<file path="src/rtl/lives_manager_if.sv">
// Status bus between the lives tracker and its consumers (score logic, display, game controller).
interface lives_manager_if #(
    parameter int MAX_LIVES = 5
);
    logic [3:0]           level;
    logic [MAX_LIVES-1:0] lives;
    logic [2:0]           lives_left;
    logic [2:0]           lives_lost;
    logic                 last_life;
    logic                 game_over;
    logic [1:0]           state;
    logic [1:0]           shields_used;

    modport master (
        output level,
        input  lives, lives_left, lives_lost, last_life, game_over, state, shields_used
    );

    modport slave (
        input  level,
        output lives, lives_left, lives_lost, last_life, game_over, state, shields_used
    );
endinterface

</file>
<file path="src/rtl/lives_manager.sv">
// Remaining-lives tracker: one clk_lives edge per missed ball, thermometer/flag outputs.
// Optional shield (absorbed miss per SHIELD_STEP levels gained) enabled by `define EXTRA_LIFE_EN.
module lives_manager #(
    parameter int MAX_LIVES   = 5,
    parameter int LIVES_INIT  = 5,
    parameter int SHIELD_STEP = 3
) (
    input logic           clk_lives,
    input logic           reset,
    lives_manager_if.slave bus
);
    localparam logic [1:0] ST_PLAY = 2'd0;
    localparam logic [1:0] ST_LAST = 2'd1;
    localparam logic [1:0] ST_OVER = 2'd2;

    localparam bit PARAMS_OK = (MAX_LIVES >= 1) && (MAX_LIVES <= 7) &&
                               (LIVES_INIT >= 1) && (LIVES_INIT <= MAX_LIVES) &&
                               (SHIELD_STEP >= 1) && (SHIELD_STEP <= 15);

    if (!PARAMS_OK) begin : g_bad_params
        $error("lives_manager: parameter out of legal range");
    end

    localparam logic [MAX_LIVES-1:0] LIVES_RST  = {MAX_LIVES{1'b1}} >> (MAX_LIVES - LIVES_INIT);
    localparam logic [2:0]           LEFT_RST   = LIVES_INIT[2:0];
    localparam logic [1:0]           STATE_RST  = (LIVES_INIT == 1) ? ST_LAST : ST_PLAY;

    logic [1:0]           state_q, state_d;
    logic [MAX_LIVES-1:0] lives_q, lives_d;
    logic [2:0]           lives_left_q, lives_left_d;
    logic [2:0]           lives_lost_q, lives_lost_d;
    logic                 miss_edge;
    logic                 shield_hit;

    assign miss_edge = (bus.level != 4'd0);

`ifdef EXTRA_LIFE_EN
    localparam logic [4:0] STEP5 = SHIELD_STEP[4:0];

    logic [3:0] granted_level_q, granted_level_d;
    logic [1:0] shields_q, shields_d;

    // Threshold is formed in 5 bits so granted_level near 15 cannot wrap into a false hit.
    assign shield_hit = miss_edge && ((state_q == ST_PLAY) || (state_q == ST_LAST)) &&
                        ({1'b0, bus.level} >= ({1'b0, granted_level_q} + STEP5));

    always_comb begin
        granted_level_d = granted_level_q;
        shields_d       = shields_q;
        if (shield_hit) begin
            granted_level_d = granted_level_q + STEP5[3:0];
            if (shields_q != 2'd3) shields_d = shields_q + 2'd1;
        end
    end

    always_ff @(posedge clk_lives or posedge reset) begin
        if (reset) begin
            granted_level_q <= '0;
            shields_q       <= '0;
        end else begin
            granted_level_q <= granted_level_d;
            shields_q       <= shields_d;
        end
    end

    assign bus.shields_used = shields_q;
`else
    assign shield_hit       = 1'b0;
    assign bus.shields_used = '0;
`endif

    always_comb begin
        state_d      = state_q;
        lives_d      = lives_q;
        lives_left_d = lives_left_q;
        lives_lost_d = lives_lost_q;
        if (miss_edge && !shield_hit) begin
            case (state_q)
                ST_PLAY: begin
                    if (lives_left_q != 3'd0) lives_left_d = lives_left_q - 3'd1;
                    lives_d = lives_q >> 1;
                    if (lives_lost_q != 3'd7) lives_lost_d = lives_lost_q + 3'd1;
                    if (lives_left_q == 3'd2) state_d = ST_LAST;
                end
                ST_LAST: begin
                    lives_left_d = '0;
                    lives_d      = '0;
                    if (lives_lost_q != 3'd7) lives_lost_d = lives_lost_q + 3'd1;
                    state_d      = ST_OVER;
                end
                ST_OVER: begin
                end
                default: state_d = ST_OVER;
            endcase
        end
    end

    always_ff @(posedge clk_lives or posedge reset) begin
        if (reset) begin
            state_q      <= STATE_RST;
            lives_q      <= LIVES_RST;
            lives_left_q <= LEFT_RST;
            lives_lost_q <= '0;
        end else begin
            state_q      <= state_d;
            lives_q      <= lives_d;
            lives_left_q <= lives_left_d;
            lives_lost_q <= lives_lost_d;
        end
    end

    assign bus.lives      = lives_q;
    assign bus.lives_left = lives_left_q;
    assign bus.lives_lost = lives_lost_q;
    assign bus.state      = state_q;
    assign bus.last_life  = (state_q == ST_LAST);
    assign bus.game_over  = (state_q == ST_OVER);
endmodule

</file>
<file path="src/flat_wrapper.sv">
// flat-port wrapper written by rule: the top's interface ports become plain ports
module lives_manager_flat 
#(
    parameter int MAX_LIVES   = 5,
    parameter int LIVES_INIT  = 5,
    parameter int SHIELD_STEP = 3
)
  (clk_lives, reset, bus_level, bus_lives, bus_lives_left, bus_lives_lost, bus_last_life, bus_game_over, bus_state, bus_shields_used);
  lives_manager_if #(.MAX_LIVES(MAX_LIVES)) bus_i ();
  input logic clk_lives;
  input logic reset;
  input wire logic [$bits(bus_i.level)-1:0] bus_level;
  output wire logic [$bits(bus_i.lives)-1:0] bus_lives;
  output wire logic [$bits(bus_i.lives_left)-1:0] bus_lives_left;
  output wire logic [$bits(bus_i.lives_lost)-1:0] bus_lives_lost;
  output wire logic [$bits(bus_i.last_life)-1:0] bus_last_life;
  output wire logic [$bits(bus_i.game_over)-1:0] bus_game_over;
  output wire logic [$bits(bus_i.state)-1:0] bus_state;
  output wire logic [$bits(bus_i.shields_used)-1:0] bus_shields_used;
  assign bus_i.level = bus_level;
  assign bus_lives = bus_i.lives;
  assign bus_lives_left = bus_i.lives_left;
  assign bus_lives_lost = bus_i.lives_lost;
  assign bus_last_life = bus_i.last_life;
  assign bus_game_over = bus_i.game_over;
  assign bus_state = bus_i.state;
  assign bus_shields_used = bus_i.shields_used;
  lives_manager #(.MAX_LIVES(MAX_LIVES), .LIVES_INIT(LIVES_INIT), .SHIELD_STEP(SHIELD_STEP)) u_core (.clk_lives(clk_lives), .reset(reset), .bus(bus_i));
endmodule
</file>
<file path="config.mk">
export PLATFORM = sky130hd
export DESIGN_NAME = lives_manager_flat
export DESIGN_NICKNAME = d
export VERILOG_FILES = /design/src/rtl/lives_manager_if.sv /design/src/rtl/lives_manager.sv /design/src/flat_wrapper.sv
export SDC_FILE = /design/constraint.sdc
export NUM_CORES = 1
export LEC_CHECK = 0
export ABC_AREA = 1
export BUFFER_PORTS_ARGS = -buffer_cell sky130_fd_sc_hd__buf_2
export CAP_MARGIN = 20
export CORE_ASPECT_RATIO = 0.75
export CORE_MARGIN = 2
export CORE_UTILIZATION = 35
export CTS_CLUSTER_SIZE = 28
export DETAILED_ROUTE_END_ITERATION = 10
export PLACE_DENSITY = 0.68
export SETUP_SLACK_MARGIN = 0.02
export SLEW_MARGIN = 0
export SYNTH_ARGS = -nofsm -noshare
export SYNTH_HDL_FRONTEND = slang
export SYNTH_SLANG_ARGS = --single-unit
</file>
<file path="constraint.sdc">
create_clock -name clk_lives -period 2.8 [get_ports clk_lives]
set_input_delay 0.42 -clock clk_lives [delete_from_list [all_inputs] [get_ports clk_lives]]
set_output_delay 0.42 -clock clk_lives [all_outputs]
set_load 0.02 [all_outputs]
</file>
==> results.md, run 1 <==
- CP Depth: 4
- Via/cell ratio: around 4.8
- Pwr Density: 383.2 nW/um2
- Root Buffer: clkbuf_4
- CP max stage delay: 430 ps
- FMAX: 0.6135 GHz
- Max Slew Vio Count: 0
- Worst IR drop on VDD: 253.3 uV
- Avg Cell Area, Syn: 8.162 um2
- Time the worst path needs with I/O delays and setup: 1630 ps
- Antenna-violating nets left: 0
- Largest family of logic cells by synthesized area: simple AND/OR/NAND/NOR gates
- Total GRT Usage: 14.59%
- Synth warn: 0
- Die span in y: 42.79 um
- Row count: 13
- Final period utilization: 58.22%
- #FFs+latches synth: 13
- Cells after synthesis: 86
- Mux cell area share after synthesis: 0%
- Port buffer count: 20
- Post-synth top area share: 26.20%
- Finished Layout Cells: 130
- Critical Setup Path Class: register to output port
- Total Power: 0.0003208 W
- FILL cells: between 150 and 200
- Initial DRC Count: 17
- Share of the yosys chip area belonging to registers: between 40% and 50%
- Pin count of the biggest net entering global routing: 18
- Post-synthesis xor/xnor area fraction: 0%
- Layout cells sized above 1: 33.33%
- Vias post-DR: 628
- Bufs and invs on worst path: 3
- CP Launch Type: register
- Slowest-stage cell, CP: dfrtp_1
- Number of global-route vias before repair: 569
- Compound-Gate Fraction of Synth Area: 3.030%
- Cts bufs inserted: 3
- WP data required: ~2400 ps
- Unique masters post-synth: 16
- Synth-to-layout area growth: 19.25%
- Synthesized cell area: 701.9 um2
- Status: finished clean
- Crit path DAT: 1210 ps
- CTS Buffer Depth: 2
- Clk Latency, worst-skew pair: 280 ps
- Top cells by area, synth: dfstp_2 26%, dfrtp_1 21%, nand2_1 14%
- P_leak: ~0.46 nW
- First-pass GRT wire length: 2.642 mm
- Worst Path Max Fanout: 10
- Clock slew at reported path FFs: 80 ps
- Cell mode on critical path: inv_2
- Final Skew: between 0.6 and 0.7 ps
- Placed cell areas: 810.8 um2
- Clock sinks: 13
- DP Wirelength: around 1.1 mm
- Critical path endpoint category: output port
- Remaining DRCs: 0
- Unrepaired setup endpoints after global routing: false
- Synth Area in Simple Gates: between 30% and 40%
- Max cap viols: 0
- Cell area after layout: 837.1 um2
- Diodes inserted: 0
- Setup TNS: 0 ps
- Post-CTS sizing: 0
- DRT Pass-1 Iters: 4
- Leading area contributor after synthesis: dfstp_2
- Worst Reg-to-Reg Cells: 8
- Gpl congestion: 0.7551
- WL/cell: 11.09 um
- Core ar.: approximately 1800 um2
- Most common cell after layout, fill and taps aside: nand2_1
- CTS tree: yes
- Final hold vios: 0
- H-tree Lvls: 1
- Hold_buf cts: 0
- Post-CTS Setup Inserts: 0
- Antenna violations before repair: 0
- Worst-path cell chain: inv_2 -> nand2_2 -> inv_2 -> buf_2
- I/O pin count: 23
- DRT Wirelength: between 1 and 1.5 mm
- Adder-cell area share of the yosys netlist: under 10%
- Chip width: 55.71 um
- Worst Hold Class: input pin to asynchronous set/reset pin
- Crit path max-delay family: flip-flops
- Final setup fails: 0
- Nets: 120
- DIE AREA: roughly 2400 um2
- Commonest cells after routing, fill and taps aside: 26 x nand2_1, 20 x buf_2, 9 x nor2_1, 9 x nand3_1, 8 x inv_1
- Initial Utilization: between 30% and 40%
- Dpl cells: around 130
- Grt total ovfl: 0
## layout make-up
class                   instances  area (um2)  share of cell area [%]
multi-input cells              61       311.5                   37.22
inverters                      10       37.54                   4.484
clock buffers                   4       26.28                   3.139
well taps                      22       27.53                   3.288
repair buffers                 20       100.1                   11.96
flip-flops and latches         13       334.1                   39.91
## kinds of logic (layout without fill, tap and decap cells)
logic type,after synthesis,count (layout)
AO/OA/AOI/OAI,3,3
adder cells (fa/ha/maj),5,5
flip-flops,13,13
other,1,2
buffers and inverters,13,34
AND/OR/NAND/NOR,51,51
## final timing paths
path / startpoint / to / slack (ps)
worst max-delay path: u_core.bus.state[1] / bus_last_life / 1170
worst min-delay path: reset / u_core.bus.lives_lost[2] / 150
worst max register to register: u_core.bus.lives_left[0] / u_core.bus.lives_left[1] / 1470
worst min register to register: u_core.bus.lives[0] / u_core.bus.lives[0] / 470
max in group asynchronous: reset / u_core.bus.lives[1] / 2300
min in group clk_lives: u_core.bus.lives[0] / u_core.bus.lives[0] / 470
## registers in the layout (all words and copies together) (netlist names)
| name | cells |
|---|---|
| u_core.bus.lives_lost | 3 |
| u_core.bus.state | 2 |
| u_core.bus.lives_left | 3 |
| u_core.bus.lives | 5 |
## Yosys cell counts
cell type,number
inv_1,8
a21boi_0,1
nor2_2,1
inv_2,2
nand3_1,9
ha_1,5
nand4_1,4
nor2_1,9
o21ai_0,1
dfstp_2,7
buf_4,3
conb_1,1
nand2_2,2
a21oi_2,1
dfrtp_1,6
nand2_1,26
## stage by stage
stage / hold WS [ps] / utilization (%) / setup slack (ps)
finish: 148.1 / 46.36 / 1170
global route: 195.4 / 46.36 / 1067
CTS: 165.1 / 46.36 / 1154
detailed placement: 461.7 / 44.91 / 1476
global placement: 448.9 / 44.91 / 1482
floorplan: 291.9 / - / 1443
## layer usage
metal	routed length, um	GRT usage (%)
met5	0	0
met4	0	2.927
met3	107	6.707
met2	649	24.29
met1	685	17.46
## power breakdown
group / switching (W) / leakage [nW] / internal [W]
combinational: 0.00000899 / 0.293 / 0.00000311
sequential: 0 / 0.151 / 0.000188
clock: 0.0000653 / 0.0150 / 0.0000553
total: 0.0000742 / 0.459 / 0.000247
No activity file was read; power rests on OpenSTA's default activity.
==> inputs of run 2 (changes only) <==
--- a/config.mk
+++ b/config.mk
@@ -13,7 +13,7 @@
 export CORE_UTILIZATION = 35
 export CTS_CLUSTER_SIZE = 28
 export DETAILED_ROUTE_END_ITERATION = 10
-export PLACE_DENSITY = 0.68
+export PLACE_DENSITY = 0.7
 export SETUP_SLACK_MARGIN = 0.02
 export SLEW_MARGIN = 0
 export SYNTH_ARGS = -nofsm -noshare
==> constraint.sdc (replaced) <==
create_clock -name clk_lives -period 1.42 [get_ports clk_lives]
set_input_delay 0.213 -clock clk_lives [delete_from_list [all_inputs] [get_ports clk_lives]]
set_output_delay 0.213 -clock clk_lives [all_outputs]
set_load 0.02 [all_outputs]
==> results.md, run 2 (same netlist as run 1, synthesis figures left out) <==
- Net Sw Power: 0.0001376 W (+85%)
- First-pass GRT wire length: 2.484 mm (-6.0%)
- Remaining DRCs: 0 (unchanged)
- DP Wirelength: 1.096 mm (+2.1%)
- DRT Wirelength: 1.434 mm (-0.55%)
- Area occupied by multi-input gates: 314.1 um2 (+0.80%)
- Clk Latency, worst-skew pair: 280 ps (about the same)
- Critical path endpoint category: output port
- CTS Buffer Depth: 2 (unchanged)
- CTS tree: yes
- Die span in y: 42.79 um (unchanged)
- FILL cells: 179 (-9.6%)
- Gpl congestion: 0.7091 (-6.1%)
- DIE AREA: 2384 um2 (unchanged)
- Worst Hold Class: input pin to register
- Worst setup margin: 76.58 ps (-1093 ps)
- P_leak: 0.4688 nW (+2.1%)
- Worst reg2reg path startpoint: u_core.bus.lives_left[0]
- Final Skew: 1.116 ps (+0.4196 ps)
- Worst Path Max Fanout: 10 (unchanged)
- Cell area after layout: 870.8 um2 (+4.0%)
- Initial DRC Count: 16 (-1)
- Antenna-violating nets left: 0 (unchanged)
- Critical hold path startpoint: bus_level[0]
- Total GRT Usage: 13.43% (-1.2 points)
- Placed cell areas: 810.8 um2 (unchanged)
- H-tree Lvls: 1 (unchanged)
- Vias post-DR: 648 (+3.2%)
- Diodes inserted: 0 (unchanged)
- WP data required: 1210 ps (-1170 ps)
- Sequential share of power: 59.3% (+0.6 points)
- Unrepaired setup endpoints after global routing: true
- Max Slew Vio Count: 0 (unchanged)
- WL/cell: 10.78 um (-2.8%)
- Logic pwr share: 4.1% (+0.3 points)
- Cts bufs inserted: 3 (unchanged)
- Port buffer count: 20 (unchanged)
- Critical Setup Path Class: register to output port
- Commonest cells after routing, fill and taps aside: 26 x nand2_1, 20 x buf_2, 9 x nor2_1, 9 x nand3_1, 8 x inv_1
- Antenna violations before repair: 0 (unchanged)
- Number of global-route vias before repair: 586 (+3.0%)
- Pin count of the biggest net entering global routing: 18 (unchanged)
- Most common cell after layout, fill and taps aside: nand2_1
- Dpl cells: 126 (unchanged)
- Time the worst path needs with I/O delays and setup: 1343 ps
- Crit path DAT: 1130 ps (-80 ps)
- Initial Utilization: 38.88% (unchanged)
- Pre-CTS WS: 96.13 ps (-1380 ps)
- Hold path endpoint: u_core.bus.lives[4]
- Synth-to-layout area growth: 24.06%
- Via/cell ratio: 4.872 (+0.86%)
- Clock sinks: 13 (unchanged)
- I/O pin count: 23 (unchanged)
- Final setup fails: 0 (unchanged)
- CP Launch Type: register
- Setup TNS: 0 ps (unchanged)
- Sw frac: 22.00% (-1.1 points)
- Clock slew at reported path FFs: 80 ps (about the same)
- Final hold slack: 423.6 ps (+275.5 ps)
- R2R Setup Slk: 100 ps (-1370 ps)
- Core ar.: 1805 um2 (unchanged)
- Worst Reg-to-Reg Cells: 8 (unchanged)
- DRT Pass-1 Iters: 4 (unchanged)
- Reg2reg end: u_core.bus.lives_left[1]
- Grt total ovfl: 0 (unchanged)
- Pint: 0.0004879 W (+98%)
- Finished Layout Cells: 133 (+2.3%)
- Largest register FFs: 5 (unchanged)
- Chip width: 55.71 um (unchanged)
- Worst IR drop on VDD: 654.6 uV (+160%)
- Clock power share: 36.6% (-1.0 points)
- Max cap viols: 0 (unchanged)
- Root Buffer: clkbuf_4
- Final period utilization: 94.61%
- Pwr Density: 718.2 nW/um2 (+87%)
- Hold Path Cell Cnt: 4
- Register area: 335.3 um2 (+0.37%)
- FMAX: about 0.74 GHz
- Final hold vios: 0 (unchanged)
- Layout cells sized above 1: 36.04% (+2.7 points)
- Status: finished clean
- Row count: 13 (unchanged)
- Nets: 123 (+2.5%)
-- run 2: changes by cell type in the layout (fill, tap and decap cells not counted) --
| cell | delta |
|---|---|
| buf_4 | +2 |
| dfrtp_1 | -1 |
| dfrtp_2 | +1 |
| dlygate4sd3_1 | +1 |
| ha_1 | -1 |
| ha_2 | +1 |
| inv_2 | -1 |
| inv_6 | +1 |
-- run 2: area by class of cell --
type	instances	area share (%)
tap	22	3.161
inverter	10	4.885
multi-input combinational	61	36.06
clock buffer	4	3.017
sequential	13	38.51
timing repair buffer	23	14.37
-- run 2: worst max path at each step --
stage / start / to / slack (ps) / cells past startpoint
after floorplan: u_core.bus.lives_left[0] / u_core.bus.lives_left[1] / 100 / 8
after global placement: u_core.bus.lives_left[0] / u_core.bus.lives_left[1] / 160 / 8
after detailed placement: u_core.bus.lives_left[0] / u_core.bus.lives_left[1] / 100 / 8
after CTS: u_core.bus.state[1] / bus_last_life / 40 / 4
after global routing: u_core.bus.state[1] / bus_last_life / 8 / 4
final: u_core.bus.state[1] / bus_last_life / 80 / 4
-- run 2: critical path, cell delays in order (launching register included) --
cell,delay (ps)
dfrtp_2,450
inv_6,100
nand2_2,70
inv_2,80
buf_2,160
-- run 2: power groups by stage --
stage               Clock, W  Sequential (W)  Combinational [W]
finish              0.000229        0.000371          0.0000256
global route        0.000255        0.000371          0.0000300
CTS                 0.000234        0.000371          0.0000265
detailed placement         0        0.000377          0.0000244
global placement           0        0.000377          0.0000237
floorplan                  0        0.000377          0.0000199
-- run 2: timing repair --
item,in CTS,in global routing
gates resized for setup,2,2
hold endpoints to repair,6,0
hold buffers,1,0
endpoints found under the setup margin,1,2
setup buffers,0,2
-- run 2: through the flow --
| step | power [W] | util [%] |
|---|---|---|
| after floorplan | 0.0003973 | - |
| after global placement | 0.0004012 | 44.91 |
| after detailed placement | 0.0004019 | 44.91 |
| after CTS | 0.0006318 | 47.12 |
| after global routing | 0.0006556 | 48.23 |
| final | 0.0006255 | 48.23 |
-- run 2: routing by layer --
metal	up-vias	part of all wire (%)	track usage, %
met1	308	47	17.14
li1	318	-	-
met3	0	8.5	5.793
met4	0	0	1.463
met5	-	0	0
met2	22	45	21.90
==> inputs of run 3 (changes only) <==
--- a/config.mk
+++ b/config.mk
@@ -14,6 +14,7 @@
 export CTS_CLUSTER_SIZE = 28
 export DETAILED_ROUTE_END_ITERATION = 10
 export PLACE_DENSITY = 0.7
+export REMOVE_ABC_BUFFERS = 1
 export SETUP_SLACK_MARGIN = 0.02
 export SLEW_MARGIN = 0
 export SYNTH_ARGS = -nofsm -noshare
==> results.md, run 3 (same netlist as run 1, synthesis figures left out) <==
- Row count: 13 (unchanged)
- Cell area after layout: 875.8 um2 (+0.57%)
- Vias post-DR: 638 (-1.5%)
- Nets: 124 (+0.81%)
- WP data required: 1210 ps (about the same)
- Placed cell areas: 810.8 um2 (unchanged)
- CP Launch Type: register
- Most common cell after layout, fill and taps aside: nand2_1
- Worst IR drop on VDD: 350.4 uV (-46%)
- Worst Path Max Fanout: 10 (unchanged)
- Final period utilization: 93.77% (-0.83 points)
- Final hold slack: 425.2 ps (+1.636 ps)
- DRT Wirelength: 1.574 mm (+9.8%)
- Gpl congestion: 0.7826 (+10%)
- Port buffer count: 20 (unchanged)
- Largest register FFs: 5 (unchanged)
- Final design utilization: 48.51% (+0.28 points)
- Setup TNS: 0 ps (unchanged)
- CP max stage delay: 430 ps (-20 ps)
- P_leak: 0.4766 nW (+1.7%)
- DIE AREA: 2384 um2 (unchanged)
- Layout cells sized above 1: 36.61% (+0.57 points)
- CTS tree: yes
- Core ar.: 1805 um2 (unchanged)
- H-tree Lvls: 1 (unchanged)
- DRT Pass-1 Iters: 4 (unchanged)
- Slew HR: 66.40%
- Root Buffer: clkbuf_4
- Clock slew at reported path FFs: 70 ps (about the same)
- Clk Latency, worst-skew pair: 280 ps (about the same)
- Max Slew Vio Count: 0 (unchanged)
- Diodes inserted: 0 (unchanged)
- WL/cell: 11.75 um (+8.9%)
- Antenna-violating nets left: 0 (unchanged)
- Worst Hold Class: input pin to register
- Time the worst path needs with I/O delays and setup: 1332 ps (-11.83 ps)
- Critical path endpoint category: output port
- Crit path DAT: 1120 ps (about the same)
- Pwr Density: 720.0 nW/um2 (+0.24%)
- CTS Buffer Depth: 2 (unchanged)
- Number of global-route vias before repair: 589 (+0.51%)
- Clock sinks: 13 (unchanged)
- Synth-to-layout area growth: 24.78%
- First-pass GRT wire length: 2.573 mm (+3.6%)
- Critical Setup Path Class: register to output port
- Antenna violations before repair: 0 (unchanged)
- Final Skew: 6.729 ps (+5.613 ps)
- Pin count of the biggest net entering global routing: 18 (unchanged)
- I/O pin count: 23 (unchanged)
- Slew @ Worst Pin: 503.4 ps
- Worst-path cell chain: inv_4 -> nand2_2 -> inv_2 -> buf_2
- Final hold vios: 0 (unchanged)
- Cts bufs inserted: 3 (unchanged)
- Initial Utilization: 38.88% (unchanged)
- Via/cell ratio: 4.761 (-2.3%)
- Total GRT Usage: 14.45% (+1.0 points)
- Commonest cells after routing, fill and taps aside: 26 x nand2_1, 20 x buf_2, 9 x nor2_1, 9 x nand3_1, 8 x inv_1
- Final setup fails: 0 (unchanged)
- Status: finished clean
- Initial DRC Count: 26 (+10)
- Chip width: 55.71 um (unchanged)
- FMAX: 0.7510 GHz (+0.89%)
- Unrepaired setup endpoints after global routing: true
- Grt total ovfl: 0 (unchanged)
- Remaining DRCs: 0 (unchanged)
- Max cap viols: 0 (unchanged)
- Die span in y: 42.79 um (unchanged)
- DP Wirelength: 1.117 mm (+1.9%)
- Slowest-stage cell, CP: dfrtp_2
## run 3: cell count changes in the layout (fill, tap and decap cells not counted), sizes merged
cell / delta
buf: +1
## run 3: report_power, final
part	internal, W	switching (W)	total [W]
registers	0.000371	0	0.000371
logic	0.00000793	0.0000181	0.0000260
clock network	0.000109	0.000125	0.000234
total	0.000488	0.000143	0.000631
## run 3: worst paths after layout
check                      cells after the start                       end                      from  slack [ps]
setup reg to reg                               8  u_core.bus.lives_left[1]  u_core.bus.lives_left[0]         120
setup / recovery                               4             bus_last_life       u_core.bus.state[1]          90
hold reg to reg                                2       u_core.bus.lives[2]       u_core.bus.lives[2]         470
min in group asynchronous                      3  u_core.bus.lives_left[1]                     reset         490
hold / removal                                 4       u_core.bus.lives[4]              bus_level[0]         430
max in group asynchronous                      3       u_core.bus.state[1]                     reset         550
## run 3: metrics by stage
stage                     instances  setup slack [ps]  total power (W)
after floorplan                  84             93.76        0.0003921
after global placement          126             162.2        0.0004014
after detailed placement        126             107.9        0.0004020
after CTS                       131             35.36        0.0006430
after global routing            134             16.51        0.0006672
final                           134             88.41        0.0006306
## run 3: cell type report
type,count,area (um2)
repair buffers,24,132.6
well taps,22,27.53
flip-flops and latches,13,335.3
inverters,10,40.04
clock buffers,4,26.28
multi-input cells,61,314.1
fillers,176,929.6
## run 3: metal layers
layer / global-route usage (%) / wire, um
met1: 15.73 / 710
met2: 24.05 / 730
met3: 7.317 / 119
met4: 5.854 / 14
met5: 0 / 0
## run 3: critical path, delay by kind of cell (launching register included)
kind | cells | cell delay, ps
AND/OR/NAND/NOR | 1 | 70
buffers and inverters | 3 | 350
flip-flops | 1 | 430
## run 3: timing repair
item                                   CTS  global route
setup endpoints to repair                1             4
hold buffers                             1             0
endpoints found under the hold margin    6             0
buffers inserted                         0             3
gates resized for setup                  2             1
